$ cat config.mk
export PLATFORM = sky130hd
export DESIGN_NAME = adc_capture
export DESIGN_NICKNAME = d
export VERILOG_FILES = /design/src/rtl/adc_pkg.sv /design/src/rtl/adc_sync_fifo.sv /design/src/rtl/adc_capture.sv
export SDC_FILE = /design/constraint.sdc
export NUM_CORES = 1
export LEC_CHECK = 0
export BUFFER_PORTS_ARGS = -buffer_cell sky130_fd_sc_hd__buf_2
export CAP_MARGIN = 20
export CORE_MARGIN = 5
export CORE_UTILIZATION = 60
export DETAILED_ROUTE_END_ITERATION = 6
export HOLD_SLACK_MARGIN = 0.08
export PLACE_DENSITY_LB_ADDON = 0.15
export SYNTH_ARGS = -nofsm -noshare
export SYNTH_HDL_FRONTEND = slang
export SYNTH_SLANG_ARGS = --single-unit
$ cat constraint.sdc
create_clock -name clk_PSRAM -period 6.2 [get_ports clk_PSRAM]
set_clock_uncertainty 0.2 [all_clocks]
set_input_delay 0.93 -clock clk_PSRAM [delete_from_list [all_inputs] [get_ports clk_PSRAM]]
set_output_delay 0.93 -clock clk_PSRAM [all_outputs]
set_load 0.01 [all_outputs]
$ cat src/rtl/adc_pkg.sv
// Shared types and defaults for the ADC capture front-end.
package adc_pkg;

    // Capture controller states.
    typedef enum logic [1:0] {
        ST_IDLE   = 2'd0,
        ST_WARMUP = 2'd1,
        ST_RUN    = 2'd2
    } adc_state_t;

    // Default parameter values for adc_capture.
    localparam int unsigned DATA_W_DEF     = 12;
    localparam int unsigned WARMUP_DEF     = 13;
    localparam int unsigned DECIM_LOG2_DEF = 0;
    localparam int unsigned FIFO_DEPTH_DEF = 8;

    // Width needed to hold an occupancy count of 0..depth.
    function automatic int unsigned level_w(input int unsigned depth);
        return $clog2(depth) + 1;
    endfunction

endpackage

$ cat src/rtl/adc_sync_fifo.sv
// First-word-fall-through synchronous FIFO holding {otr, data} results.
module adc_sync_fifo
    import adc_pkg::*;
#(
    parameter int unsigned W     = 13,
    parameter int unsigned DEPTH = 8
) (
    input  logic                        clk,
    input  logic                        rst,
    input  logic                        i_push,
    input  logic [W-1:0]                i_din,
    input  logic                        i_pop,
    output logic                        o_full,
    output logic                        o_empty,
    output logic [level_w(DEPTH)-1:0]   o_level,
    output logic [W-1:0]                o_head
);

    localparam int unsigned AW = $clog2(DEPTH);
    localparam int unsigned LW = level_w(DEPTH);

    logic [W-1:0]  r_mem [DEPTH];
    logic [AW-1:0] r_wr_ptr;
    logic [AW-1:0] r_rd_ptr;
    logic [LW-1:0] r_level;

    logic          w_pop;
    logic          w_push;

    // A pop needs data; a push needs room, which a same-cycle pop provides.
    assign o_full  = (r_level == LW'(DEPTH));
    assign o_empty = (r_level == '0);
    assign w_pop   = i_pop && !o_empty;
    assign w_push  = i_push && (!o_full || w_pop);
    assign o_level = r_level;
    assign o_head  = r_mem[r_rd_ptr];

    // Storage, pointers and occupancy.
    always_ff @(posedge clk) begin
        if (rst) begin
            for (int i = 0; i < int'(DEPTH); i++) begin
                r_mem[i] <= '0;
            end
            r_wr_ptr <= '0;
            r_rd_ptr <= '0;
            r_level  <= '0;
        end else begin
            if (w_push) begin
                r_mem[r_wr_ptr] <= i_din;
                r_wr_ptr        <= r_wr_ptr + AW'(1);
            end
            if (w_pop) begin
                r_rd_ptr <= r_rd_ptr + AW'(1);
            end
            case ({w_push, w_pop})
                2'b10:   r_level <= r_level + LW'(1);
                2'b01:   r_level <= r_level - LW'(1);
                default: r_level <= r_level;
            endcase
        end
    end

endmodule

$ cat src/rtl/adc_capture.sv
// ADC capture: clk_ADC falling-edge detect, warm-up discard, block averaging, result FIFO.
module adc_capture
    import adc_pkg::*;
#(
    parameter int unsigned DATA_W     = DATA_W_DEF,
    parameter int unsigned WARMUP     = WARMUP_DEF,
    parameter int unsigned DECIM_LOG2 = DECIM_LOG2_DEF,
    parameter int unsigned FIFO_DEPTH = FIFO_DEPTH_DEF
) (
    input  logic                              clk_PSRAM,
    input  logic                              rst,
    input  logic                              clk_ADC,
    input  logic [DATA_W-1:0]                 adc_out,
    input  logic                              adc_OTR,
    input  logic                              adc_enable,
    output logic                              out_valid,
    input  logic                              out_ready,
    output logic [DATA_W-1:0]                 out_data,
    output logic                              out_otr,
    output logic                              overflow,
    output logic [level_w(FIFO_DEPTH)-1:0]    fifo_level
);

    localparam int unsigned ACC_W = DATA_W + DECIM_LOG2;
    localparam int unsigned GRP   = 1 << DECIM_LOG2;
    localparam int unsigned GCW   = (DECIM_LOG2 == 0) ? 1 : DECIM_LOG2;
    localparam int unsigned WCW   = 8;
    localparam int unsigned FW    = DATA_W + 1;

    // Synchronizer and aligned data pipeline.
    logic              r_clk_s1;
    logic              r_clk_s2;
    logic              r_clk_edge;
    logic [DATA_W-1:0] r_dat_s1;
    logic [DATA_W-1:0] r_dat_s2;
    logic              r_otr_s1;
    logic              r_otr_s2;
    logic              r_fall;
    logic [DATA_W-1:0] r_fall_dat;
    logic              r_fall_otr;

    // Controller and accumulator.
    adc_state_t        r_state;
    adc_state_t        w_state_nxt;
    logic [WCW-1:0]    r_warm_cnt;
    logic [GCW-1:0]    r_grp_cnt;
    logic [ACC_W-1:0]  r_acc;
    logic              r_otr_acc;
    logic              r_en_d;
    logic              r_overflow;

    logic              w_fall;
    logic              w_warm_last;
    logic              w_grp_last;
    logic [ACC_W-1:0]  w_sum;
    logic              w_push;
    logic [FW-1:0]     w_push_word;
    logic              w_full;
    logic              w_empty;
    logic              w_pop;
    logic              w_drop;
    logic [FW-1:0]     w_head;

    // Falling edge of the synchronized ADC clock.
    assign w_fall      = r_clk_edge && !r_clk_s2;
    assign w_warm_last = (r_warm_cnt == WCW'(WARMUP - 1));
    assign w_grp_last  = (r_grp_cnt == GCW'(GRP - 1));
    assign w_sum       = r_acc + ACC_W'(r_fall_dat);
    assign w_push_word = {r_otr_acc | r_fall_otr, DATA_W'(w_sum >> DECIM_LOG2)};

    // Two-flop clk_ADC synchronizer, edge register and matching data delay.
    always_ff @(posedge clk_PSRAM) begin
        if (rst) begin
            r_clk_s1   <= 1'b0;
            r_clk_s2   <= 1'b0;
            r_clk_edge <= 1'b0;
            r_dat_s1   <= '0;
            r_dat_s2   <= '0;
            r_otr_s1   <= 1'b0;
            r_otr_s2   <= 1'b0;
            r_fall     <= 1'b0;
            r_fall_dat <= '0;
            r_fall_otr <= 1'b0;
        end else begin
            r_clk_s1   <= clk_ADC;
            r_clk_s2   <= r_clk_s1;
            r_clk_edge <= r_clk_s2;
            r_dat_s1   <= adc_out;
            r_dat_s2   <= r_dat_s1;
            r_otr_s1   <= adc_OTR;
            r_otr_s2   <= r_otr_s1;
            r_fall     <= w_fall;
            r_fall_dat <= r_dat_s2;
            r_fall_otr <= r_otr_s2;
        end
    end

    // Controller state register.
    always_ff @(posedge clk_PSRAM) begin
        if (rst) begin
            r_state <= ST_IDLE;
        end else begin
            r_state <= w_state_nxt;
        end
    end

    // Next-state and push decode; enable low always falls back to idle.
    always_comb begin
        w_state_nxt = r_state;
        w_push      = 1'b0;
        unique case (r_state)
            ST_IDLE: begin
                if (adc_enable) begin
                    w_state_nxt = (WARMUP == 0) ? ST_RUN : ST_WARMUP;
                end
            end
            ST_WARMUP: begin
                if (!adc_enable) begin
                    w_state_nxt = ST_IDLE;
                end else if (r_fall && w_warm_last) begin
                    w_state_nxt = ST_RUN;
                end
            end
            ST_RUN: begin
                if (!adc_enable) begin
                    w_state_nxt = ST_IDLE;
                end else if (r_fall && w_grp_last) begin
                    w_push = 1'b1;
                end
            end
            default: begin
                w_state_nxt = ST_IDLE;
            end
        endcase
    end

    // Warm-up counter, group counter and accumulator; idle wipes all progress.
    always_ff @(posedge clk_PSRAM) begin
        if (rst) begin
            r_warm_cnt <= '0;
            r_grp_cnt  <= '0;
            r_acc      <= '0;
            r_otr_acc  <= 1'b0;
        end else begin
            unique case (r_state)
                ST_WARMUP: begin
                    if (adc_enable && r_fall) begin
                        r_warm_cnt <= r_warm_cnt + WCW'(1);
                    end
                end
                ST_RUN: begin
                    if (adc_enable && r_fall) begin
                        if (w_grp_last) begin
                            r_acc     <= '0;
                            r_otr_acc <= 1'b0;
                            r_grp_cnt <= '0;
                        end else begin
                            r_acc     <= w_sum;
                            r_otr_acc <= r_otr_acc | r_fall_otr;
                            r_grp_cnt <= r_grp_cnt + GCW'(1);
                        end
                    end
                end
                default: begin
                    r_warm_cnt <= '0;
                    r_grp_cnt  <= '0;
                    r_acc      <= '0;
                    r_otr_acc  <= 1'b0;
                end
            endcase
        end
    end

    // A result is lost when the FIFO is full and nothing leaves this cycle.
    assign w_pop  = out_ready && !w_empty;
    assign w_drop = w_push && w_full && !w_pop;

    // Sticky overflow, cleared by reset or a fresh enable.
    always_ff @(posedge clk_PSRAM) begin
        if (rst) begin
            r_en_d     <= 1'b0;
            r_overflow <= 1'b0;
        end else begin
            r_en_d <= adc_enable;
            if (adc_enable && !r_en_d) begin
                r_overflow <= 1'b0;
            end else if (w_drop) begin
                r_overflow <= 1'b1;
            end
        end
    end

    adc_sync_fifo #(
        .W     (FW),
        .DEPTH (FIFO_DEPTH)
    ) u_fifo (
        .clk     (clk_PSRAM),
        .rst     (rst),
        .i_push  (w_push),
        .i_din   (w_push_word),
        .i_pop   (w_pop),
        .o_full  (w_full),
        .o_empty (w_empty),
        .o_level (fifo_level),
        .o_head  (w_head)
    );

    assign out_valid = !w_empty;
    assign out_data  = w_head[DATA_W-1:0];
    assign out_otr   = w_head[DATA_W];
    assign overflow  = r_overflow;

endmodule

==> flow_summary.json, run 1 <==
{
  "status": "completed",
  "grt_pass1_vias": 3934,
  "cp.arrival_ps": 2440,
  "synthXorXnorAreaFrac": 0.01223,
  "die-area_um2": 14220,
  "rows": 40,
  "multi_input_comb_area_um2": 2537,
  "reg2reg_depth": 4,
  "slew_headroom": 0.2831,
  "fin_crit_ps": 3574,
  "max_freq_ghz": 0.2798,
  "grt.total_usage": 0.2015,
  "crit_fanout": 26,
  "portBuffers": 36,
  "io_pins": 37,
  "cts_buffer_depth": 2,
  "cp-start-kind": "flip-flop",
  "synth_top_family_by_area": "simple AND/OR/NAND/NOR gates",
  "cts_setup_buffers": 0,
  "synthAdderAreaFrac": 0.008737,
  "routed_wl_um": 13150,
  "n_antenna_cell": 0,
  "rsz0062_at_grt": "false",
  "nets": 566,
  "synthSimpleGateAreaFrac": 0.1955,
  "via_per_inst": 5.633,
  "core_area_um2": 11860,
  "setup_ws_ps": 2626,
  "root_buffer": "clkbuf_16",
  "crit_required_ps": 5070,
  "critical_path_class": "flip-flop to output port",
  "ys_types": 53,
  "whs_ps": 234.9,
  "htree_levels": 4,
  "drt_iter0_drc": 299,
  "drc": 0,
  "yosys_warnings": 0,
  "finalMaxSlewViolations": 0,
  "die_h_um": 119.2,
  "leakage_nw": 2.972,
  "post-dp-hpwl_um": 8603,
  "cap_violations": 0,
  "initial_core_util": 0.6037,
  "ys_ff_latch": 172,
  "drive_gt1_frac": 0.2356,
  "clock_sinks": 172,
  "dieWidth_um": 119.2,
  "syn_area_per_cell_um2": 14.01,
  "powerDensity_nw_per_um2": 294.9,
  "fin_setup_tns_ps": 0,
  "nFillCells": 863,
  "clkLatencyLatePin_ps": 420,
  "hold_class": "flip-flop to flip-flop",
  "power_mw": 2.365,
  "grt_overflow": 0,
  "synth-compound-area-share": 0.02970,
  "clkTransAtPathRegs_ps": 60,
  "syn_area_um2": 7161,
  "rrSetupSlack_ps": 3300,
  "ant_nets": 0,
  "worst_slew_pin_slew_ps": 1069,
  "cts-resized-gates": 0,
  "min_delay_path_depth": 1,
  "synth_nets": 534,
  "synthTopCellsByArea": "edfxtp_1, dfxtp_1, and2_1, mux4_2, nor2b_1",
  "synth_top_area_frac": 0.4361,
  "grt_max_degree": 51,
  "grt_pass1_wl_um": 21640,
  "synthArstFlopShare": 0,
  "seq_area_frac_synth": 0.6262,
  "post-place-ws_ps": 2435,
  "final_core_util": 0.6761,
  "drt-wirelength-per-cell_um": 18.70,
  "cts_tree": "built",
  "synth_edf_count": 104,
  "synth_cells": 511,
  "synth.largest_area_cell": "edfxtp_1",
  "setup_viol": 0,
  "register_area_um2": 4486,
  "drtPass1Iterations": 5,
  "cp-end-kind": "output port",
  "vias": 3960,
  "ys.flop_type": "edfxtp_1",
  "cts_hold_buf": 0,
  "ir_drop_uv": 179.0,
  "fin_crit_sh": 0.5764,
  "area_growth_pct": 11.99,
  "finalHoldViolCount": 0,
  "cts-buffers-inserted": 17,
  "routabilityCongestion": 0.7982,
  "antenna_found_initial": 0,
  "synthMuxAreaShare": 0.1082
}
[final cells by class]
cell class	instances	area share
clock inverters	9	0.008270
inverters	5	0.002340
repair buffers	38	0.02434
multi-input cells	309	0.3164
flip-flops and latches	172	0.5594
clock buffers	23	0.06631
well taps	147	0.02294
[synthesized netlist by cell type (2+ instances only)]
cell type / n
a21o_1: 2
mux2_1: 2
or2_2: 8
nand3_1: 4
a22oi_1: 2
buf_2: 12
or3_1: 3
nor2_1: 20
nor3_2: 6
xor2_1: 4
edfxtp_1: 104
clkbuf_1: 10
mux2i_1: 2
o21ai_0: 3
dfxtp_1: 68
xnor2_1: 6
o2111ai_1: 2
nor2b_1: 49
a21oi_1: 5
a2111oi_0: 2
nand2_1: 10
inv_1: 5
mux4_2: 26
nand2b_1: 3
mux2_2: 13
and3_4: 2
nor3_1: 4
ha_1: 5
and2_1: 105
[power breakdown]
| group | switching, mW | internal (mW) |
|---|---|---|
| clock | 0.429 | 0.611 |
| sequential | 0.0162 | 1.25 |
| combinational | 0.0348 | 0.0264 |
| total | 0.481 | 1.88 |
[worst max-delay path: stages, from the launching register on]
cell and delay, ps:
dfxtp_2 960, mux4_2 620, mux2_2 290, buf_2 140
[cell families after synthesis]
kind of cell	after synthesis
adder cells (fa/ha/maj)	5
flip-flops	172
buffers and inverters	30
AND/OR/NAND/NOR	226
AO/OA/AOI/OAI	25
multiplexers	43
XOR/XNOR	10
[flip-flops by register name (all words and copies together) (netlist names), 2 cells and up, named ones only]
register and flops:
r_dat_s1 12, r_dat_s2 12, r_fall_dat 12, r_state 2, r_warm_cnt 8, u_fifo.o_level 4
u_fifo.r_mem 104, u_fifo.r_rd_ptr 3, u_fifo.r_wr_ptr 3
[layer usage]
layer	global-route usage	share of wire	wire, um	vias up
met3	0.03989	0.065	855	17
met5	0	0	0	-
li1	-	-	-	1885
met4	0.06517	0.014	187	0
met2	0.3229	0.49	6492	126
met1	0.2790	0.43	5612	1932
[per-stage QoR]
stage	area [um2]	instances
2_1_floorplan	7161	511
3_3_place_gp	7421	671
3_5_place_dp	7421	671
4_1_cts	8019	703
5_1_grt	8019	703
6_report	8019	703
[final timing paths]
kind,end,from
max,out_data[10],flip-flop
min,r_fall,r_clk_s2
max reg2reg,u_fifo.r_mem[3][2],u_fifo.o_level[0]
min reg2reg,r_fall,r_clk_s2
[layout by cell type, fill, tap and decap left out, drive strengths merged, types with 15 or more instances in the layout]
cell type / n
and2: 106
edfxtp: 104
dfxtp: 68
nor2b: 49
buf: 38
mux4: 26
clkbuf: 23
nor2: 21
mux2: 15
Power figures use the tool's default switching activity.
==> inputs of run 2 (changes only) <==
ABC_AREA = 1   (was not set)
clock period = 3.6 ns   (was 6.2 ns; I/O delays follow)
==> run 2 against run 1 <==
Effect of this change:
- die area decreased by 2.3%
- synthesized cell count is 46% higher
- count of clock-buffer cells in the layout rose by 4
- non-clock buffer count grew 5
- critical path depth is 3 higher
==> flow_summary.json, run 2 <==
{
  "synth_cells": 746,
  "rrSetupSlack_ps": 1100,
  "nets": 797,
  "cts_tree": "built",
  "fin_crit_ps": 2849,
  "synthXorXnorAreaFrac": 0,
  "status": "completed",
  "register_area_um2": 4484,
  "clkLatencyLatePin_ps": 410,
  "min_delay_path_depth": 3,
  "clock_sinks": 172,
  "crit_required_ps": 2860,
  "drtPass1Iterations": 5,
  "synthMuxAreaShare": 0,
  "drt-wirelength-per-cell_um": 16.66,
  "cts_hold_buf": 0,
  "leakage_nw": 3.014,
  "ant_nets": 0,
  "ys_ff_latch": 172,
  "cts_setup_buffers": 0,
  "ir_drop_uv": 438.2,
  "die_h_um": 117.8,
  "setup_viol": 0,
  "core_area_um2": 11420,
  "post-place-ws_ps": 863.7,
  "syn_area_um2": 6978,
  "setup_ws_ps": 750.7,
  "post-dp-hpwl_um": 10140,
  "htree_levels": 4,
  "ys.flop_type": "edfxtp_1",
  "largest-register": "u_fifo.r_mem",
  "hold_class": "input port to flip-flop",
  "dieWidth_um": 117.8,
  "reg2reg_depth": 8,
  "crit_fanout": 52,
  "via_per_inst": 5.490,
  "powerDensity_nw_per_um2": 665.6,
  "cts-buffers-inserted": 17,
  "worstReg2RegEnd": "u_fifo.r_mem[3][0]",
  "clkTransAtPathRegs_ps": 60,
  "antenna_found_initial": 0,
  "cp-start-kind": "flip-flop",
  "synth.largest_area_cell": "edfxtp_1",
  "yosysMostFrequentCell": "nor2_1",
  "cts_buffer_depth": 2,
  "finalMaxSlewViolations": 0,
  "multi_input_comb_area_um2": 2024,
  "cts-resized-gates": 0,
  "routabilityCongestion": 0.9038,
  "grt.total_usage": 0.2277,
  "met3_length_um": 1520,
  "met1_length_um": 6393,
  "io_pins": 37,
  "critical_path_class": "flip-flop to output port",
  "cp.arrival_ps": 2110,
  "grt_overflow": 0,
  "die-area_um2": 13890,
  "synth_nets": 769,
  "synthArstFlopShare": 0,
  "routed_wl_um": 15490,
  "rows": 39,
  "min_from": "adc_out[9]",
  "maxUsedRoutingLayer": "met4",
  "area_growth_pct": 11.78,
  "ys_types": 29,
  "final_core_util": 0.6831,
  "synthTopCellsByCount": "nor2_1, edfxtp_1, nand2_1, inv_1, dfxtp_1",
  "synthTopCellsByArea": "edfxtp_1, dfxtp_1, nor2_1, nand2_1, inv_1",
  "synthAdderAreaFrac": 0.008965,
  "synth_edf_count": 104,
  "grt_pass1_vias": 4755,
  "final_common_cell": "nor2_1",
  "r2r-start": "r_state[1]",
  "drive_gt1_frac": 0.09657,
  "fin_setup_tns_ps": 0,
  "fin_area_um2": 7800,
  "fin_crit_sh": 0.7915,
  "wl_met2_um": 7123,
  "place_area_um2": 7251,
  "n_antenna_cell": 0,
  "cp-end-kind": "output port",
  "worst_slew_pin_slew_ps": 621.6,
  "rsz0062_at_grt": "false",
  "nFillCells": 883,
  "portBuffers": 36,
  "slew_headroom": 0.5846,
  "yosys_warnings": 0,
  "seq_area_frac_synth": 0.6426,
  "finalHoldViolCount": 0,
  "drc": 0,
  "drt_iter0_drc": 622,
  "max_freq_ghz": 0.3510,
  "root_buffer": "clkbuf_16",
  "synth_top_area_frac": 0.4476,
  "crit_path_end": "out_data[4]",
  "initial_core_util": 0.6111,
  "synth-compound-area-share": 0.07280,
  "synthSimpleGateAreaFrac": 0.2084,
  "final_cell_mix": "nor2_1, edfxtp_1, nand2_1, inv_1, dfxtp_1",
  "syn_area_per_cell_um2": 9.354,
  "largest_reg_flops": 104,
  "cap_violations": 0,
  "grt_pass1_wl_um": 24570,
  "synth_top_family_by_area": "simple AND/OR/NAND/NOR gates",
  "vias": 5106,
  "grt_max_degree": 53
}
-- run 2: cell count changes in the layout (fill, tap and decap cells not counted), sizes merged, moves of 15 or more --
cell   change
nor2     +228
and2     -106
nand2     +84
inv       +80
nor2b     -49
o21ai     +29
mux4      -26
o32ai     +26
mux2      -15
-- run 2: worst max-delay path, stage by stage, from the launching register on --
cell     delay (ps)
dfxtp_1         330
buf_4           440
nor2_1          120
o32ai_1         440
nand2_1         100
nand2_1         120
buf_2           140
-- run 2: cell families after synthesis --
logic type / Yosys count
fa+ha+maj: 5
flops: 172
compound gates: 78
simple gates: 369
buf+inv: 122
-- run 2: worst min path at each step --
| stage | endpoint | slack (ps) |
|---|---|---|
| detailed placement | r_fall_dat[4] | 190 |
| global placement | r_otr_s2 | 190 |
| finish | r_dat_s1[9] | 130 |
| global route | r_dat_s1[3] | 120 |
| CTS | r_dat_s1[9] | 110 |
| floorplan | r_clk_s2 | 190 |
-- run 2: through the flow --
stage | power [mW] | cells | hold WS (ps)
3_5_place_dp | 3.524 | 898 | 194.0
3_3_place_gp | 3.498 | 898 | 188.6
5_1_grt | 5.434 | 930 | 121.1
4_1_cts | 5.200 | 930 | 112.6
2_1_floorplan | 3.130 | 746 | 188.3
6_report | 5.191 | 930 | 125.1
-- run 2: report_power, final --
part | internal [mW] | switching [mW] | leakage [nW]
clock | 0.994 | 0.693 | 0.277
sequential | 2.21 | 0.0698 | 1.54
combinational | 0.406 | 0.821 | 1.19
-- run 2: per-layer routing --
metal,vias to the layer above,track usage
li1,2464,-
met4,0,0.09821
met5,-,0
met2,274,0.3405
met3,27,0.05863
met1,2341,0.3163
-- run 2: final cells by class --
| class | count | area share |
|---|---|---|
| flip-flops and latches | 172 | 0.5749 |
| clock buffers | 27 | 0.06673 |
| well taps | 143 | 0.02294 |
| multi-input cells | 452 | 0.2595 |
| clock inverters | 5 | 0.003689 |
| inverters | 88 | 0.04235 |
| repair buffers | 43 | 0.02984 |
==> inputs of run 3 (changes only) <==
ABC_AREA = 0   (was 1)
CORE_UTILIZATION = 55   (was 60)
clock period = 2.4 ns   (was 3.6 ns; I/O delays follow)
==> run 3 against run 2 <==
Effect of this change:
- the flow now finishes with violations (negative setup slack)
- combinational power down 84%
- sequential share of layout area down 4.5 points
- cell count down 19%
- via count down 22%
- critical path depth down 2
- sequential cell count unchanged
- setup slack worse by 880 ps
- largest power group unchanged
- highest routed layer unchanged
==> flow_summary.json, run 3 (synthesis gave the netlist of run 1 again) <==
{
  "status": "finished with violations",
  "failed_checks": "negative setup slack",
  "n_antenna_cell": 0,
  "critical_path_class": "flip-flop to output port",
  "setup_viol": 13,
  "max_freq_ghz": 0.3949,
  "whs_ps": 215.6,
  "cpPeakStageDelay_ps": 540,
  "grt_overflow": 0,
  "grt.total_usage": 0.1961,
  "drive_gt1_frac": 0.2483,
  "post-place-ws_ps": 224.8,
  "antenna_found_initial": 0,
  "cp-start-kind": "flip-flop",
  "clkLatencyLatePin_ps": 420,
  "clkTransAtPathRegs_ps": 70,
  "leakage_nw": 3.164,
  "crit_slowest_cell": "mux4_2",
  "drt_iter0_drc": 325,
  "cts_tree": "built",
  "final_common_cell": "and2_1",
  "via_per_inst": 5.292,
  "crit_path_cell_trace": "buf_12 > mux4_2 > mux2_2 > buf_6",
  "root_buffer": "clkbuf_16",
  "powerDensity_nw_per_um2": 725.1,
  "ant_nets": 0,
  "drtPass1Iterations": 5,
  "vias": 4001,
  "fin_crit_sh": 1.055,
  "hold_class": "flip-flop to flip-flop",
  "initial_core_util": 0.5651,
  "portBuffers": 36,
  "io_pins": 37,
  "routabilityCongestion": 0.8035,
  "met3_length_um": 725,
  "post-dp-hpwl_um": 8980,
  "final_cells": 756,
  "maxUsedRoutingLayer": "met4",
  "setup_ws_ps": -132.1,
  "wl_met2_um": 7012,
  "routed_wl_um": 13720,
  "path_buf_inv": 2,
  "rrSetupSlack_ps": 230,
  "drc": 0,
  "worst_slew_pin_slew_ps": 615.8,
  "ir_drop_uv": 459.8,
  "cap_violations": 0,
  "met1_length_um": 5698,
  "cts_setup_buffers": 0,
  "largest-register": "u_fifo.r_mem",
  "rsz0062_at_grt": "true",
  "dp_cells": 708,
  "cts-buffers-inserted": 17,
  "crit_fanout": 13,
  "grt_pass1_vias": 4155,
  "cp.arrival_ps": 1970,
  "die-area_um2": 15400,
  "crit_family": "multiplexers",
  "largest_reg_flops": 104,
  "cp-end-kind": "output port",
  "finalMaxSlewViolations": 0,
  "core_area_um2": 12670,
  "final_cell_mix": "and2_1, edfxtp_1, dfxtp_1, nor2b_1, mux4_2",
  "finalHoldViolCount": 0,
  "htree_levels": 4,
  "rows": 41,
  "grt_max_degree": 43,
  "fin_crit_ps": 2532,
  "drt-wirelength-per-cell_um": 18.14,
  "cts_buffer_depth": 2,
  "die_h_um": 124.1,
  "area_growth_pct": 18.36,
  "slew_headroom": 0.5788,
  "grt_pass1_wl_um": 21950,
  "dieWidth_um": 124.1,
  "nets": 594,
  "clock_sinks": 172,
  "crit_required_ps": 1840
}
## run 3: cell types whose count changed in the layout (fill, tap and decap cells not counted), sizes merged, moves of 26 or more
cell | previous run | this run
inv | 90 | 13
and2 | 0 | 106
o32ai | 26 | 0
o21ai | 32 | 3
nor2b | 0 | 49
nor2 | 249 | 21
mux4 | 0 | 26
nand2 | 94 | 10
## run 3: worst paths after layout
kind / startpoint / cells past startpoint / endpoint
setup reg to reg: u_fifo.o_level[0] / 4 / u_fifo.r_mem[0][8]
hold reg to reg: r_clk_s2 / 1 / r_fall
setup / recovery: flip-flop / 4 / out_data[3]
hold / removal: r_clk_s2 / 1 / r_fall
## run 3: repair_timing
action | 4_1_cts | 5_1_grt
gates resized for setup | 26 | 1
endpoints found under the hold margin | 15 | 0
cloned | 1 | 0
endpoints found under the setup margin | 13 | 13
hold buffers | 15 | 0
## run 3: metal layers
metal | GRT usage | vias to the layer above
li1 | - | 1939
met1 | 0.2486 | 1929
met2 | 0.3345 | 109
met3 | 0.04178 | 24
met4 | 0.06913 | 0
met5 | 0 | -
## run 3: layout make-up
type	instances	area, um2
clock buffers	19	464.2
clock inverters	13	125.1
fillers	918	4195
inverters	5	18.77
multi-input cells	309	2582
flip-flops and latches	172	4488
well taps	172	215.2
repair buffers	66	581.8
## run 3: worst register-to-register path, stage by stage, from the launching register on
cell     delay [ps]
dfxtp_1         420
nor4_4          450
a21oi_4         150
and3_4          240
or2_2           430
## run 3: per-stage QoR
| step | power (mW) | instance area (um2) | utilization | setup TNS [ps] |
|---|---|---|---|---|
| 6_report | 6.146 | 8476 | 0.6689 | -1336 |
| 4_1_cts | 6.188 | 8472 | 0.6686 | -1786 |
| 5_1_grt | 6.355 | 8476 | 0.6689 | -2105 |
| 3_3_place_gp | 3.481 | 7580 | 0.5982 | 0 |
| 2_1_floorplan | 3.413 | 7161 | - | 0 |
| 3_5_place_dp | 3.489 | 7580 | 0.5982 | 0 |
## run 3: power breakdown
group / switching [mW] / internal, mW
clock network: 1.15 / 1.54
logic: 0.0974 / 0.0979
registers: 0.0395 / 3.22
total: 1.29 / 4.86
